[src/rtl/alu_result_serializer.sv]
// Splits a registered ALU result into DATA_WIDTH-bit bytes, LSB first, and writes them
// into the TX FIFO under FIFO_FULL backpressure; a result arriving mid-transfer is dropped.
module alu_result_serializer #(
  parameter int RES_WIDTH  = 16,
  parameter int DATA_WIDTH = 8
) (
  input  logic                  CLK,
  input  logic                  RST,
  input  logic [RES_WIDTH-1:0]  ALU_OUT,
  input  logic                  ALU_VALID,
  input  logic                  FIFO_FULL,
  input  logic                  OVR_CLR,
  output logic [DATA_WIDTH-1:0] WR_DATA,
  output logic                  WR_INC,
  output logic                  BUSY,
  output logic                  DONE,
  output logic                  OVERRUN
);

  localparam int NUM_BYTES = RES_WIDTH / DATA_WIDTH;
  localparam int CNT_W     = (NUM_BYTES > 1) ? $clog2(NUM_BYTES) : 1;

  localparam logic [0:0] IDLE = 1'b0;
  localparam logic [0:0] SEND = 1'b1;

  if (RES_WIDTH % DATA_WIDTH != 0) begin : g_width_check
    $error("RES_WIDTH must be a multiple of DATA_WIDTH");
  end

  logic [0:0]           state_q, state_d;
  logic [RES_WIDTH-1:0] shift_q, shift_d;
  logic [CNT_W-1:0]     cnt_q, cnt_d;
  logic                 done_q, done_d;
  logic                 ovr_q, ovr_d;
  logic                 wr_inc;
  logic                 last_byte;

  assign wr_inc    = (state_q == SEND) && !FIFO_FULL;
  assign last_byte = wr_inc && (cnt_q == CNT_W'(NUM_BYTES - 1));

  always_comb begin
    state_d = state_q;
    shift_d = shift_q;
    cnt_d   = cnt_q;
    done_d  = 1'b0;
    ovr_d   = ovr_q && !OVR_CLR;
    if (state_q == IDLE) begin
      if (ALU_VALID) begin
        shift_d = ALU_OUT;
        cnt_d   = '0;
        state_d = SEND;
      end
    end else begin
      if (wr_inc) begin
        shift_d = shift_q >> DATA_WIDTH;
        cnt_d   = cnt_q + CNT_W'(1);
      end
      if (last_byte) begin
        done_d = 1'b1;
        // A result arriving exactly on the last-byte edge chains on with no bubble.
        if (ALU_VALID) begin
          shift_d = ALU_OUT;
          cnt_d   = '0;
        end else begin
          state_d = IDLE;
        end
      end else if (ALU_VALID) begin
        ovr_d = 1'b1;
      end
    end
  end

  always_ff @(posedge CLK or negedge RST) begin
    if (!RST) begin
      state_q <= IDLE;
      shift_q <= '0;
      cnt_q   <= '0;
      done_q  <= 1'b0;
      ovr_q   <= 1'b0;
    end else begin
      state_q <= state_d;
      shift_q <= shift_d;
      cnt_q   <= cnt_d;
      done_q  <= done_d;
      ovr_q   <= ovr_d;
    end
  end

  assign WR_DATA = shift_q[DATA_WIDTH-1:0];
  assign WR_INC  = wr_inc;
  assign BUSY    = (state_q == SEND);
  assign DONE    = done_q;
  assign OVERRUN = ovr_q;

endmodule

[config.mk]
export PLATFORM = sky130hd
export DESIGN_NAME = alu_result_serializer
export DESIGN_NICKNAME = d
export VERILOG_FILES = /design/src/rtl/alu_result_serializer.sv
export SDC_FILE = /design/constraint.sdc
export NUM_CORES = 1
export LEC_CHECK = 0
export CORE_ASPECT_RATIO = 1.2
export CORE_MARGIN = 4
export CORE_UTILIZATION = 47
export DETAILED_ROUTE_END_ITERATION = 12
export HOLD_SLACK_MARGIN = 0.03
export PLACE_DENSITY_LB_ADDON = 0.2
export SYNTH_ARGS = -nofsm -noshare
export SYNTH_HDL_FRONTEND = slang
export SYNTH_SLANG_ARGS = --single-unit
[constraint.sdc]
create_clock -name CLK -period 1.4 [get_ports CLK]
set_input_delay 0.28 -clock CLK [delete_from_list [all_inputs] [get_ports CLK]]
set_output_delay 0.28 -clock CLK [all_outputs]
set_load 0.005 [all_outputs]
==> flow_summary.ini <==
[clock_tree]
clock_sinks = 20
cts_inserted_buffers = 3
cts_max_level = 1
cts_tree = yes
cts_root_buf = clkbuf_4
clk_latency_ps = 290
clkSlewWorstSetupHoldPaths_ps = 110
hold_buffers = 0
clockBufferDepth = 2

[routing]
vias = 946
drt-total-wl_microns = 2740
drt-pass1-iter-count = 4
ant_nets = 0
drtIter0Drc = 10
routed_via_density = 5.34
wire_per_inst_microns = 15.5
drc = 0

[finish]
final_cell_area_sq_um = 1630
drive_above_1_share_pct = 27.4
fin_nets = 168
syn_to_final_growth_pct = 35.4
finalNonFillerCells = 177
final_cell_mix = 20 x dfrtp_1, 19 x clkdlybuf4s50_1, 16 x mux2i_1, 16 x buf_4, 15 x nor2_1
antenna_cells = 0
utilization_pct = 68.6
multiInputGateArea_sq_um = 559
fillers = 199
regArea_sq_um = 500
final_common_cell = dfrtp_1

[status]
outcome = completed

[grt]
grt_max_degree = 21
grt_usage_pct = 18.3
grt_pass1_vias = 1020
grt_pass1_wl_microns = 4690
gr-total-overflow = 0
antenna_found_initial = 0

[worst_setup_path]
crit_arrival_ps = 1550
critPathKind = reg2reg
ff2ff_setup_slack_ps = 40
end_kind = flop
startpoint_type = flop
reg2reg_depth = 6
rr_endpoint = shift_q[2]
r2r-start = BUSY
path_max_fanout = 8
required_ps = 1580

[yosys]
syn_nets = 128
ys_seq_area_share_pct = 41.6
ys_types = 23
synthesis.area_sq_um = 1200
syn_inst = 107
ys_ff_latch = 20
synth_warnings = 0
avgSynthCellArea_sq_um = 11.2

[power_and_ir_drop]
p_sw_share_pct = 32.4
power.leakage_nw = 0.758
switchingPower_mw = 0.772
total_power_mw = 2.38
p_int_mw = 1.61
clock_power_share_pct = 13.9
seqPwrFrac_pct = 38.5
power_density_nw_per_um2 = 1460
peakVddDrop_uv = 953
p_comb_share_pct = 47.6

[floorplanning]
placeableCoreArea_sq_um = 2380
io_pins = 33
initial_utilization_pct = 50.6
dieArea_sq_um = 3440
die_y_microns = 63.4
rows = 19
die_x_microns = 54.2

[sta]
drv_slew = 0
fin_crit_ps = 1360
tightest_slew_ps = 262
period_share_pct = 97.3
fmax_mhz = 734
hold_violations = 0
setup_viol = 0
maxSlewHeadroom_pct = 82.5
fin_tns_setup_ps = 0
finClkSkew_ps = 1.71

[placed_design]
placed_area_sq_um = 1520
gp_congestion = 0.772
io_buffers = 32
dp_hpwl_microns = 2000
dp.cells = 164

[min_path]
min_path_type = in2async

[job]
maxCapViolCount = 0
## how the worst max path moves through the flow
stage / slack [ps] / to / cells after the start / startpoint
2_1_floorplan: 200 / shift_q[0] / 4 / BUSY
3_3_place_gp: -290 / WR_INC / 4 / FIFO_FULL
4_1_cts: -30 / WR_INC / 4 / BUSY
3_5_place_dp: -340 / WR_INC / 4 / FIFO_FULL
6_report: 40 / shift_q[2] / 6 / BUSY
5_1_grt: -4 / shift_q[4] / 5 / BUSY
## per-layer routing
| metal | vias up | routed length, microns | global-route usage [%] |
|---|---|---|---|
| li1 | 463 | - | - |
| met1 | 460 | 1110 | 24.0 |
| met2 | 21 | 1490 | 29.8 |
| met3 | 2 | 121 | 3.07 |
| met4 | 0 | 17 | 5.61 |
| met5 | - | 0 | 0 |
## timing repair
item / in CTS / in global routing
gates resized for setup: 17 / 7
buffers inserted: 9 / 0
endpoints found under the hold margin: 0 / 0
setup endpoints to repair: 12 / 17
## layout make-up
class,instances,share of cell area (%)
multi-input cells,67,34.3
flip-flops and latches,20,30.7
repair buffers,52,29.7
well taps,31,2.38
clock buffers,4,2.23
inverters,3,0.691
## metrics by stage
stage	hold slack, ps	setup WS (ps)
5_1_grt	309	-4.48
4_1_cts	309	-25.8
3_3_place_gp	501	-294
3_5_place_dp	521	-336
2_1_floorplan	-15.6	196
6_report	308	37.3
## cell usage after synthesis, drive strengths merged
cell type	number	area [sq um]
clkdlybuf4s18	1	10.0
o21ai	9	45.0
dfrtp	20	500
o211ai	1	7.51
nand2	1	3.75
inv	3	11.3
nand2b	2	20.0
or2	1	6.26
and2	2	12.5
o22ai	1	6.26
a221oi	8	120
buf	14	119
clkbuf	2	18.8
mux2i	16	160
nor2	16	60.1
nor2b	1	13.8
a32oi	8	70.1
a21boi	1	18.8
## worst max-delay path: stages (launching register included)
cell and delay [ps]:
dfrtp_1 420, buf_6 120, buf_4 140, or2_4 260
buf_12 130, nor2_1 120, a221oi_2 50
## sequential cells by signal, summed over array words and instances, names as in the netlist
register / cells
shift_q: 16
OVERRUN: 1
DONE: 1
cnt_q: 1
BUSY: 1
## kinds of logic after synthesis
logic type	count (synthesis)	synth area share [%]
compound gates	28	22.2
buf+inv	20	13.2
flops	20	41.6
simple gates	23	9.67
mux	16	13.3
## power groups by stage
stage / Clock, mW / Sequential (mW) / Combinational [mW]
6_report: 0.332 / 0.918 / 1.13
5_1_grt: 0.373 / 0.952 / 1.24
4_1_cts: 0.344 / 0.917 / 1.13
3_5_place_dp: 0 / 0.966 / 1.03
3_3_place_gp: 0 / 0.950 / 1.01
2_1_floorplan: 0 / 0.918 / 0.727
(Power assumes the default switching activity.)
